**src/rtl/q_requant_pkg.sv**
```systemverilog
// rtl/q_requant_pkg.sv - shared types and geometry for the FP32 -> INT8 Q requantiser
package q_requant_pkg;

  typedef enum logic [1:0] {
    IDLE  = 2'd0,
    RUN   = 2'd1,
    DRAIN = 2'd2,
    DONE  = 2'd3
  } state_t;

  localparam int SRC_WORDS     = 128;
  localparam int LANES         = 4;
  localparam int WORDS_PER_DST = 4;
  localparam int DST_WORDS     = SRC_WORDS / WORDS_PER_DST;
  localparam int SRC_AW        = 7;
  localparam int DST_AW        = 5;
  localparam int WORD_W        = 128;

  function automatic logic [2:0] clip_count(input logic [LANES-1:0] c);
    return {2'b00, c[0]} + {2'b00, c[1]} + {2'b00, c[2]} + {2'b00, c[3]};
  endfunction

endpackage

```
**src/rtl/q_requant_if.sv**
```systemverilog
// rtl/q_requant_if.sv - source (FP32 tile) and destination (INT8 pack) memory ports
interface q_requant_if;
  import q_requant_pkg::*;

  logic [WORD_W-1:0] SRC_MEM_DOUT;
  logic              SRC_MEM_CEB;
  logic              SRC_MEM_WEN;
  logic [SRC_AW-1:0] SRC_MEM_ADDR;
  logic [WORD_W-1:0] DST_MEM_DIN;
  logic              DST_MEM_CEB;
  logic              DST_MEM_WEN;
  logic [DST_AW-1:0] DST_MEM_ADDR;

  modport master (
    input  SRC_MEM_DOUT,
    output SRC_MEM_CEB, SRC_MEM_WEN, SRC_MEM_ADDR,
    output DST_MEM_DIN, DST_MEM_CEB, DST_MEM_WEN, DST_MEM_ADDR
  );

  modport slave (
    output SRC_MEM_DOUT,
    input  SRC_MEM_CEB, SRC_MEM_WEN, SRC_MEM_ADDR,
    input  DST_MEM_DIN, DST_MEM_CEB, DST_MEM_WEN, DST_MEM_ADDR
  );

endinterface

```
**src/rtl/q_requant_fp32_to_int8_sat.sv**
```systemverilog
// rtl/q_requant_fp32_to_int8_sat.sv - combinational FP32 * 2^SCALE_EXP -> saturated INT8, round half away from zero
module fp32_to_int8_sat #(
  parameter int SCALE_EXP = 4
) (
  input  logic [31:0] x,
  output logic [7:0]  q,
  output logic        clipped
);

  logic              sign;
  logic [7:0]        expo;
  logic [23:0]       mant;
  logic signed [10:0] sh;
  logic [4:0]        rsh;
  logic [9:0]        t;
  logic [9:0]        mag;

  // sh is the binary weight of the hidden bit after scaling; t keeps one fraction bit for rounding
  always_comb begin
    sign    = x[31];
    expo    = x[30:23];
    mant    = {1'b1, x[22:0]};
    sh      = $signed({3'b000, expo}) - 11'sd127 + 11'(SCALE_EXP);
    rsh     = 5'd0;
    t       = 10'd0;
    mag     = 10'd0;
    q       = 8'd0;
    clipped = 1'b0;
    if (expo == 8'hff) begin
      clipped = 1'b1;
      if (x[22:0] == 23'd0) begin
        q = sign ? 8'h80 : 8'h7f;
      end
    end else if (expo == 8'h00) begin
      q = 8'd0;
    end else if (sh >= 11'sd8) begin
      clipped = 1'b1;
      q       = sign ? 8'h80 : 8'h7f;
    end else if (sh >= -11'sd1) begin
      rsh = 5'(11'sd22 - sh);
      t   = 10'(mant >> rsh);
      mag = {1'b0, t[9:1]} + {9'd0, t[0]};
      if (!sign && mag > 10'd127) begin
        clipped = 1'b1;
        q       = 8'h7f;
      end else if (sign && mag > 10'd128) begin
        clipped = 1'b1;
        q       = 8'h80;
      end else begin
        q = sign ? 8'(10'd0 - mag) : mag[7:0];
      end
    end
  end

endmodule

```
**src/rtl/q_requant.sv**
```systemverilog
// rtl/q_requant.sv - Q tile requantiser top; Q_REQUANT_SAT_CNT_EN enables the clip counter on sat_count
module q_requant
  import q_requant_pkg::*;
#(
  parameter int SCALE_EXP = 4
) (
  input  logic        clk,
  input  logic        rst,
  input  logic        en,
  output logic        busy,
  output logic        valid,
  output logic [7:0]  sat_count,
  q_requant_if.master mem
);

  state_t state, state_nxt;

  logic              src_ceb;
  logic [SRC_AW-1:0] src_addr;
  logic              rd_vld;
  logic [SRC_AW-1:0] rd_idx;
  logic [95:0]       pack_q;
  logic [WORD_W-1:0] dst_din;
  logic              dst_ceb;
  logic              dst_wen;
  logic [DST_AW-1:0] dst_addr;
  logic [LANES*8-1:0] cvt_word;
  logic [LANES-1:0]  lane_clip;

  for (genvar j = 0; j < LANES; j++) begin : g_cvt
    fp32_to_int8_sat #(.SCALE_EXP(SCALE_EXP)) u_cvt (
      .x       (mem.SRC_MEM_DOUT[j*32 +: 32]),
      .q       (cvt_word[j*8 +: 8]),
      .clipped (lane_clip[j])
    );
  end

  always_ff @(posedge clk or posedge rst) begin
    if (rst) begin
      state <= IDLE;
    end else begin
      state <= state_nxt;
    end
  end

  always_comb begin
    state_nxt = state;
    unique case (state)
      IDLE:    if (en) state_nxt = RUN;
      RUN:     if (src_addr == SRC_AW'(SRC_WORDS - 1)) state_nxt = DRAIN;
      DRAIN:   if (!dst_ceb && dst_addr == DST_AW'(DST_WORDS - 1)) state_nxt = DONE;
      DONE:    state_nxt = IDLE;
      default: state_nxt = IDLE;
    endcase
  end

  assign busy  = (state == RUN) || (state == DRAIN);
  assign valid = (state == DONE);

  // Slot 3 goes straight into the write word so the DST write lands the cycle after its read data
  always_ff @(posedge clk or posedge rst) begin
    if (rst) begin
      src_ceb  <= 1'b1;
      src_addr <= '0;
      rd_vld   <= 1'b0;
      rd_idx   <= '0;
      pack_q   <= '0;
      dst_din  <= '0;
      dst_ceb  <= 1'b1;
      dst_wen  <= 1'b1;
      dst_addr <= '0;
    end else begin
      src_ceb <= (state_nxt != RUN);
      if (state_nxt == RUN) begin
        src_addr <= (state == RUN) ? src_addr + SRC_AW'(1) : '0;
      end
      rd_vld  <= !src_ceb;
      rd_idx  <= src_addr;
      dst_ceb <= 1'b1;
      dst_wen <= 1'b1;
      if (rd_vld) begin
        if (rd_idx[1:0] == 2'd3) begin
          dst_din  <= {cvt_word, pack_q};
          dst_addr <= rd_idx[SRC_AW-1:2];
          dst_ceb  <= 1'b0;
          dst_wen  <= 1'b0;
        end else begin
          pack_q[{rd_idx[1:0], 5'b00000} +: 32] <= cvt_word;
        end
      end
    end
  end

  assign mem.SRC_MEM_CEB  = src_ceb;
  assign mem.SRC_MEM_WEN  = 1'b1;
  assign mem.SRC_MEM_ADDR = src_addr;
  assign mem.DST_MEM_DIN  = dst_din;
  assign mem.DST_MEM_CEB  = dst_ceb;
  assign mem.DST_MEM_WEN  = dst_wen;
  assign mem.DST_MEM_ADDR = dst_addr;

`ifdef Q_REQUANT_SAT_CNT_EN
  logic [7:0] sat_cnt_q;
  logic [8:0] sat_sum;

  always_comb begin
    sat_sum = {1'b0, sat_cnt_q} + {6'd0, clip_count(lane_clip)};
  end

  always_ff @(posedge clk or posedge rst) begin
    if (rst) begin
      sat_cnt_q <= 8'd0;
    end else if (state == IDLE && state_nxt == RUN) begin
      sat_cnt_q <= 8'd0;
    end else if (rd_vld) begin
      sat_cnt_q <= sat_sum[8] ? 8'hff : sat_sum[7:0];
    end
  end

  assign sat_count = sat_cnt_q;
`else
  logic clip_unused;
  assign clip_unused = |lane_clip;
  assign sat_count   = 8'd0;
`endif

endmodule

```
**src/flat_wrapper.sv**
```systemverilog
// flat-port wrapper written by rule: the top's interface ports become plain ports
module q_requant_flat import q_requant_pkg::*;
#(
  parameter int SCALE_EXP = 4
)
  (clk, rst, en, busy, valid, sat_count, mem_SRC_MEM_DOUT, mem_SRC_MEM_CEB, mem_SRC_MEM_WEN, mem_SRC_MEM_ADDR, mem_DST_MEM_DIN, mem_DST_MEM_CEB, mem_DST_MEM_WEN, mem_DST_MEM_ADDR);
  q_requant_if mem_i ();
  input  logic clk;
  input  logic rst;
  input  logic en;
  output logic busy;
  output logic valid;
  output logic [7:0] sat_count;
  input wire logic [$bits(mem_i.SRC_MEM_DOUT)-1:0] mem_SRC_MEM_DOUT;
  output wire logic [$bits(mem_i.SRC_MEM_CEB)-1:0] mem_SRC_MEM_CEB;
  output wire logic [$bits(mem_i.SRC_MEM_WEN)-1:0] mem_SRC_MEM_WEN;
  output wire logic [$bits(mem_i.SRC_MEM_ADDR)-1:0] mem_SRC_MEM_ADDR;
  output wire logic [$bits(mem_i.DST_MEM_DIN)-1:0] mem_DST_MEM_DIN;
  output wire logic [$bits(mem_i.DST_MEM_CEB)-1:0] mem_DST_MEM_CEB;
  output wire logic [$bits(mem_i.DST_MEM_WEN)-1:0] mem_DST_MEM_WEN;
  output wire logic [$bits(mem_i.DST_MEM_ADDR)-1:0] mem_DST_MEM_ADDR;
  assign mem_i.SRC_MEM_DOUT = mem_SRC_MEM_DOUT;
  assign mem_SRC_MEM_CEB = mem_i.SRC_MEM_CEB;
  assign mem_SRC_MEM_WEN = mem_i.SRC_MEM_WEN;
  assign mem_SRC_MEM_ADDR = mem_i.SRC_MEM_ADDR;
  assign mem_DST_MEM_DIN = mem_i.DST_MEM_DIN;
  assign mem_DST_MEM_CEB = mem_i.DST_MEM_CEB;
  assign mem_DST_MEM_WEN = mem_i.DST_MEM_WEN;
  assign mem_DST_MEM_ADDR = mem_i.DST_MEM_ADDR;
  q_requant #(.SCALE_EXP(SCALE_EXP)) u_core (.clk(clk), .rst(rst), .en(en), .busy(busy), .valid(valid), .sat_count(sat_count), .mem(mem_i));
endmodule
```
**config.mk**
```make
export PLATFORM = sky130hd
export DESIGN_NAME = q_requant_flat
export DESIGN_NICKNAME = d
export VERILOG_FILES = /design/src/rtl/q_requant_pkg.sv /design/src/rtl/q_requant_if.sv /design/src/rtl/q_requant_fp32_to_int8_sat.sv /design/src/rtl/q_requant.sv /design/src/flat_wrapper.sv
export SDC_FILE = /design/constraint.sdc
export NUM_CORES = 1
export LEC_CHECK = 0
export ABC_AREA = 0
export CAP_MARGIN = 15
export CORE_MARGIN = 4
export CORE_UTILIZATION = 60
export CTS_CLUSTER_SIZE = 12
export DETAILED_ROUTE_END_ITERATION = 16
export PLACE_DENSITY_LB_ADDON = 0.08
export SLEW_MARGIN = 20
export SYNTH_ARGS = -nofsm -noshare
export SYNTH_HDL_FRONTEND = slang
export SYNTH_SLANG_ARGS = --single-unit
```
**constraint.sdc**
```tcl
create_clock -name clk -period 25.1 [get_ports clk]
set_clock_uncertainty 0.05 [all_clocks]
set_input_delay 5.02 -clock clk [delete_from_list [all_inputs] [get_ports clk]]
set_output_delay 5.02 -clock clk [all_outputs]
set_load 0.05 [all_outputs]
```
==> results of run 1 <==
## cell usage in the layout, fill, tap and decap left out, types with 11 or more instances in the layout
master / n
xor2_1: 21
nor2_1: 98
clkbuf_1: 11
mux2_2: 62
a211oi_1: 16
a22o_1: 22
nor3_1: 33
o211ai_1: 34
dfrtp_1: 246
nand3_1: 50
or3_1: 18
ha_1: 61
xnor2_1: 52
clkbuf_16: 25
o21ai_0: 107
nor2b_1: 12
and3_1: 14
clkdlybuf4s50_1: 275
o31ai_1: 27
o21ai_1: 38
and2_1: 11
inv_1: 50
nand2_1: 548
or2_2: 13
mux2i_1: 136
a21oi_1: 72
nand4_1: 27
buf_4: 18
nand2b_1: 22
nor4_1: 31
a31oi_1: 18
## per-stage QoR
stage               total power (W)  std cells
global route                0.00178       2790
CTS                         0.00169       2790
floorplan                   0.00110       2198
detailed placement          0.00135       2749
finish                      0.00169       2790
global placement            0.00133       2749
## final timing paths
check | end | slack, ns | cells after the start
min in group asynchronous | u_core.rd_idx[5] | 4.97 | 2
worst max-delay path | u_core.pack_q[1] | 13.73 | 19
worst min register to register | u_core.rd_vld | 0.38 | 1
worst min-delay path | u_core.rd_vld | 0.38 | 1
worst max register to register | u_core.mem.DST_MEM_DIN[101] | 22.08 | 7
max in group asynchronous | u_core.mem.DST_MEM_DIN[99] | 18.06 | 4
## power by group
part	internal [W]	total [W]	switching, W
Combinational	0.000297	0.000808	0.000511
Clock	0.000194	0.000342	0.000148
Sequential	0.000483	0.000544	0.0000605
## area by class of cell
cell class                      count  area, µm²  area share
Timing Repair Buffer              294       2900       0.132
Inverter                           54        213     0.00972
Sequential cell                   248       6210       0.284
Multi-Input combinational cell   1763      11300       0.518
Clock inverter                      2       28.8     0.00132
Tap cell                          390        488      0.0223
Clock buffer                       39        708      0.0324
## cells by family (layout without fill, tap and decap cells)
| logic type | after synthesis | after routing |
|---|---|---|
| flops | 248 | 248 |
| fa+ha+maj | 62 | 62 |
| simple gates | 939 | 939 |
| compound gates | 459 | 459 |
| mux | 213 | 213 |
| buf+inv | 187 | 389 |
| other cells | 2 | 9 |
| xor+xnor | 81 | 81 |
## Yosys cell counts, drive strengths merged, types with 6 or more instances
library cell and n:
nand2 549, dfrtp 246, o21ai 146, mux2i 139, nor2 98, clkbuf 82
a21oi 72, mux2 64, ha 61, xnor2 55, inv 54, buf 51
nand3 51, nor3 37, o211ai 35, nor4 32, nand4 27, o31ai 27
a22o 22, nand2b 22, xor2 22, or3 19, a31oi 18, or2 17
a211oi 16, and3 14, and2 12, nor2b 12, o2111ai 11, mux4 10
o21a 10, a21o 9, a21boi 8, a32o 8, nand3b 8, or4 8
and4 7, o21bai 7, a211o 6, nor3b 6, nor4b 6
## state kept, by name (all words and copies together), names as in the netlist
signal / cells
u_core.rd_vld: 1
u_core.mem.DST_MEM_ADDR: 5
u_core.pack_q: 96
u_core.mem.DST_MEM_WEN: 1
u_core.mem.SRC_MEM_CEB: 1
u_core.mem.DST_MEM_DIN: 128
u_core.mem.SRC_MEM_ADDR: 7
u_core.state: 2
u_core.rd_idx: 7
## per-layer routing
metal	vias up	routed length, µm	global-route usage
li1	8163	-	-
met3	100	3650	0.0421
met2	670	25000	0.512
met1	8254	22300	0.406
met4	0	1240	0.0784
met5	-	0	0
==> results.ini, run 1 <==
[timing]
setup_viol=0
fmax_mhz=88.0
worst_slack_ns=13.73
hold_violations=0
slew_headroom=0.258
hold_ws_ns=0.385
rsz0062_at_grt=false
tightest_slew_ns=1.10
min_period_over_period=0.453
min_period_ns=11.37
fin_setup_tns_ns=0
slew_violations=0

[synth]
synth_edf_count=0
synth_mux_area_frac=0.129
synth_xor_area_frac=0.0441
yosysSeqAreaShare=0.340
ys_ff_latch=248
yosys_warnings=0
synthSimpleGateAreaFrac=0.234
syn_area_um2=18300
synth_top_flop_cell=dfrtp_1
synthTopCellsByArea=dfrtp_1 34%, nand2_1 11%, mux2i_1 7.4%
syn_avg_cell_area_um2=8.35
synth-async-reset-ratio=1.00
yosysTopAreaCellShare=0.337
synth_area_leader_cell=dfrtp_1
synthAdderAreaFrac=0.0423
synth_top_family_by_area=simple AND/OR/NAND/NOR gates
syn-instance-count=2191
yosysUniqueCellTypes=101
synth-compound-area-share=0.168

[grt]
gr-usage-all-layers=0.301
grt_pass1_wl_um=84600
antenna_found_initial=0
grt-ovfl-total=0
grt_max_degree=102
grt_pass1_vias=16821

[worst_setup_path]
max_stage_delay_ns=0.87
rr_startpoint=u_core.rd_idx[0]
start_kind=primary input
slowest_stage=nor3_1
critical_path_class=primary input to flip-flop
critPathBufInv=3
crit_start=mem_SRC_MEM_DOUT[23]
cp.arrival_ns=11.72
critPathCaptureType=flip-flop
path_cells=clkdlybuf4s50_1 -> buf_4 -> ha_1 -> xnor2_2 -> ha_1 -> nor3_1 -> nor2_1 -> mux2_2 -> mux4_2 -> o21a_1 -> ha_1 -> inv_1 -> or4b_1 -> mux2i_1 -> o221ai_1 -> a21o_1 -> a21oi_1 -> nand2_1 -> o311ai_0
required_ns=25.45
path_max_fanout=36
crit_family=simple AND/OR/NAND/NOR gates
critPathMostFrequentCell=ha_1

[final_layout]
drive_above_1_share=0.0721
nets=2578
area_delta_synth_final_pct=19.7
diodes=0
fillers=2328
fin_area_um2=21900
finish.utilization=0.732

[die]
std_cell_rows=63
core_area_um2=29900
die_x_um=183
ios=285
die_area_um2=33300
initial_core_util=0.612
die_h_um=183

[clocking]
clockBufferDepth=3
numCtsBuffers=25
htree_num_levels=1
cts_tree=done
postCtsSetupRepairBufs=0
clock-sinks=248
ctsResizeCount=0
clk_latency_ns=0.53
clock-root-buffer=clkbuf_16
cts_hold_buf=0
clk_transition_reported_paths_ns=0.06

[route]
first_iter_violations=1584
wl_per_cell_um=18.7
dr.pass1.iters=6
viasPerCell=6.16
wl_um=52200
antenna_left=0
dr_total_vias=17187
drc_errors=0

[power_and_ir_drop]
p_leak_nw=9.67
max-vdd-ir-drop_mv=0.0498
p_per_area_nw_per_um2=77.4

[hold_path]
min_path_type=flip-flop to flip-flop
holdCritStartpoint=u_core.mem.SRC_MEM_CEB

[run]
cap_violations=0

[outcome]
outcome=completed

[placed_design]
place_congestion=0.950
dpl_cell_area_um2=21100
dp_worst_setup_slack_ns=13.32
portBuffers=275
hpwlAfterDp_um=39200

Note: power is estimated with default switching activity, not from simulation.
==> run 2: changes to the inputs <==
--- a/config.mk
+++ b/config.mk
@@ -8,7 +8,7 @@
 export ABC_AREA = 0
 export CAP_MARGIN = 15
 export CORE_MARGIN = 4
-export CORE_UTILIZATION = 60
+export CORE_UTILIZATION = 50
 export CTS_CLUSTER_SIZE = 12
 export DETAILED_ROUTE_END_ITERATION = 16
 export PLACE_DENSITY_LB_ADDON = 0.08
==> constraint.sdc (replaced) <==
create_clock -name clk -period 9.6 [get_ports clk]
set_clock_uncertainty 0.05 [all_clocks]
set_input_delay 1.92 -clock clk [delete_from_list [all_inputs] [get_ports clk]]
set_output_delay 1.92 -clock clk [all_outputs]
set_load 0.05 [all_outputs]
==> run 2 against run 1 <==
Against the previous run:
- routed wire length grew 1.8%
- power grew to 2.6 times the previous value
- largest power group unchanged
- worst hold slack is essentially flat
==> results.ini, run 2 (synthesis gave the netlist of run 1 again) <==
[outcome]
outcome=completed  ; unchanged

[final_layout]
drive_above_1_share=0.0724  ; was 0.0721
largest_register_ffs=128  ; unchanged
final_common_cell=nand2_1  ; unchanged
finish.utilization=0.614  ; was 0.732
nets=2581  ; was 2578
most-common-layout-cells=548 x nand2_1, 275 x clkdlybuf4s50_1, 246 x dfrtp_1  ; unchanged
area_delta_synth_final_pct=20.3  ; was 19.7%
diodes=0  ; unchanged

[die]
initial_core_util=0.510  ; was 0.612
core_area_um2=35800  ; was 29900 µm²
std_cell_rows=69  ; was 63
die_x_um=199  ; was 183 µm
ios=285  ; unchanged
die_h_um=199  ; was 183 µm
die_area_um2=39700  ; was 33300 µm²

[worst_setup_path]
start_kind=primary input  ; unchanged
critical_path_class=primary input to flip-flop  ; unchanged
path_max_fanout=32  ; was 36
critPathCaptureType=flip-flop  ; unchanged
slowest_stage=nor3_1  ; unchanged
path_cells=clkdlybuf4s50_1 -> buf_4 -> ha_1 -> xor2_1 -> inv_1 -> ha_1 -> nor3_1 -> nor2_1 -> o31ai_1 -> ha_1 -> ha_1 -> o21ai_0 -> nand4b_1 -> and2_1 -> or4b_1 -> o211ai_1 -> inv_1 -> o31ai_1 -> a21oi_1 -> o21ai_1  ; was clkdlybuf4s50_1 -> buf_4 -> ha_1 -> xnor2_2 -> ha_1 -> nor3_1 -> nor2_1 -> mux2_2 -> mux4_2 -> o21a_1 -> ha_1 -> inv_1 -> or4b_1 -> mux2i_1 -> o221ai_1 -> a21o_1 -> a21oi_1 -> nand2_1 -> o311ai_0
cp.arrival_ns=8.50  ; was 11.72 ns
critPathMostFrequentCell=ha_1  ; unchanged
required_ns=9.99  ; was 25.45 ns
max_stage_delay_ns=0.77  ; was 0.87 ns

[power_and_ir_drop]
p_leak_nw=9.69  ; was 9.67 nW
swShare=0.424  ; was 0.425
max-vdd-ir-drop_mv=0.133  ; was 0.0498 mV
p_int_w=0.00256  ; was 0.000974 W
clockPowerShare=0.206  ; was 0.202
power_frac_seq=0.317  ; was 0.321
combPwrFrac=0.477  ; about the same
p_sw_w=0.00189  ; was 0.000720 W
p_per_area_nw_per_um2=202  ; was 77.4 nW/µm²

[clocking]
htree_num_levels=1  ; unchanged
cts_hold_buf=0  ; unchanged
postCtsSetupRepairBufs=0  ; unchanged
numCtsBuffers=25  ; unchanged
clockBufferDepth=3  ; unchanged
clk_latency_ns=0.53  ; about the same
clock-sinks=248  ; unchanged
ctsResizeCount=0  ; unchanged
cts_tree=done  ; unchanged
clock-root-buffer=clkbuf_16  ; unchanged
clk_transition_reported_paths_ns=0.06  ; about the same

[hold_path]
min_path_type=flip-flop to flip-flop  ; unchanged

[grt]
grt_pass1_wl_um=85400  ; was 84600 µm
grt_max_degree=91  ; was 102
antenna_found_initial=0  ; unchanged
grt-ovfl-total=0  ; unchanged
gr-usage-all-layers=0.259  ; was 0.301
grt_pass1_vias=16228  ; was 16821

[timing]
rsz0062_at_grt=false  ; unchanged
worst_slack_ns=1.49  ; was 13.73 ns
fmax_mhz=123
slew_violations=0  ; unchanged
min_period_over_period=0.845
tightest_slew_ns=1.11  ; was 1.10 ns
min_period_ns=8.11
fin_setup_tns_ns=0  ; unchanged
hold_violations=0  ; unchanged
slew_headroom=0.258  ; about the same
setup_viol=0  ; unchanged

[route]
dr_wl_met2_um=24800  ; was 25000 µm
wl_um=53200  ; was 52200 µm
dr_total_vias=16845  ; was 17187
first_iter_violations=1125  ; was 1584
wl_per_cell_um=18.6  ; was 18.7 µm
antenna_left=0  ; unchanged
viasPerCell=5.88  ; was 6.16
drc_errors=0  ; unchanged
wl_met3_um=2790  ; was 3650 µm
top_layer=met4  ; unchanged
met1_length_um=24400  ; was 22300 µm
dr.pass1.iters=5  ; was 6

[run]
cap_violations=0  ; unchanged

[placed_design]
portBuffers=275  ; unchanged
hpwlAfterDp_um=40200  ; was 39200 µm
dp_worst_setup_slack_ns=1.05  ; was 13.32 ns
place_congestion=0.888  ; was 0.950

==> run 2: cell types whose count changed in the layout (fill, tap and decap cells not counted) <==
cell and change:
buf_4 +2, buf_6 +1, bufinv_16 +1, clkbuf_1 +1
clkbuf_8 -2, xnor3_1 +1, xnor3_2 -1
==> run 2: worst max-delay path, delay by kind of cell <==
kind                     cells  cell delay [ns]
adder cells (fa/ha/maj)      4             1.36
AO/OA/AOI/OAI                6             1.59
AND/OR/NAND/NOR              5             1.98
XOR/XNOR                     1             0.53
buffers and inverters        4             1.12
==> run 2: power groups by stage <==
stage | Combinational [W] | Sequential (W) | Clock (W)
CTS | 0.00212 | 0.00141 | 0.000929
detailed placement | 0.00210 | 0.00143 | 0
finish | 0.00212 | 0.00141 | 0.000918
global placement | 0.00208 | 0.00142 | 0
floorplan | 0.00106 | 0.00182 | 0
global route | 0.00230 | 0.00143 | 0.000974
==> run 2: area by class of cell <==
| cell class | instances | area [µm²] |
|---|---|---|
| multi-input combinational | 1763 | 11300 |
| tap | 461 | 577 |
| fill | 3172 | 13800 |
| inverter | 54 | 213 |
| timing repair buffer | 297 | 2930 |
| sequential | 248 | 6210 |
| clock inverter | 3 | 58.8 |
| clock buffer | 38 | 684 |
==> run 2: worst paths after layout <==
path | startpoint | to | slack [ns] | depth (start not counted)
max in group asynchronous | rst | u_core.pack_q[64] | 6.55 | 3
min in group asynchronous | rst | u_core.mem.DST_MEM_DIN[88] | 1.80 | 2
worst max-delay path | mem_SRC_MEM_DOUT[119] | u_core.pack_q[59] | 1.49 | 20
worst min-delay path | u_core.rd_idx[4] | u_core.mem.DST_MEM_ADDR[2] | 0.39 | 2
worst max register to register | u_core.rd_idx[0] | u_core.pack_q[25] | 6.59 | 8
worst min register to register | u_core.rd_idx[4] | u_core.mem.DST_MEM_ADDR[2] | 0.39 | 2
==> run 2: metrics by stage <==
| step | instances | total power, W | hold WS, ns | cell area (µm²) |
|---|---|---|---|---|
| 3_5_place_dp | 2823 | 0.00353 | 0.373 | 21300 |
| 5_1_grt | 2864 | 0.00471 | 0.401 | 22000 |
| 3_3_place_gp | 2823 | 0.00351 | 0.367 | 21200 |
| 2_1_floorplan | 2198 | 0.00288 | 0.364 | 18300 |
| 4_1_cts | 2864 | 0.00446 | 0.388 | 22000 |
| 6_report | 2864 | 0.00445 | 0.385 | 22000 |
==> run 2: metal layers <==
layer / track usage / vias up
met5: 0 / -
met1: 0.367 / 8115
met4: 0.0621 / 0
li1: - / 8177
met3: 0.0282 / 79
met2: 0.428 / 474
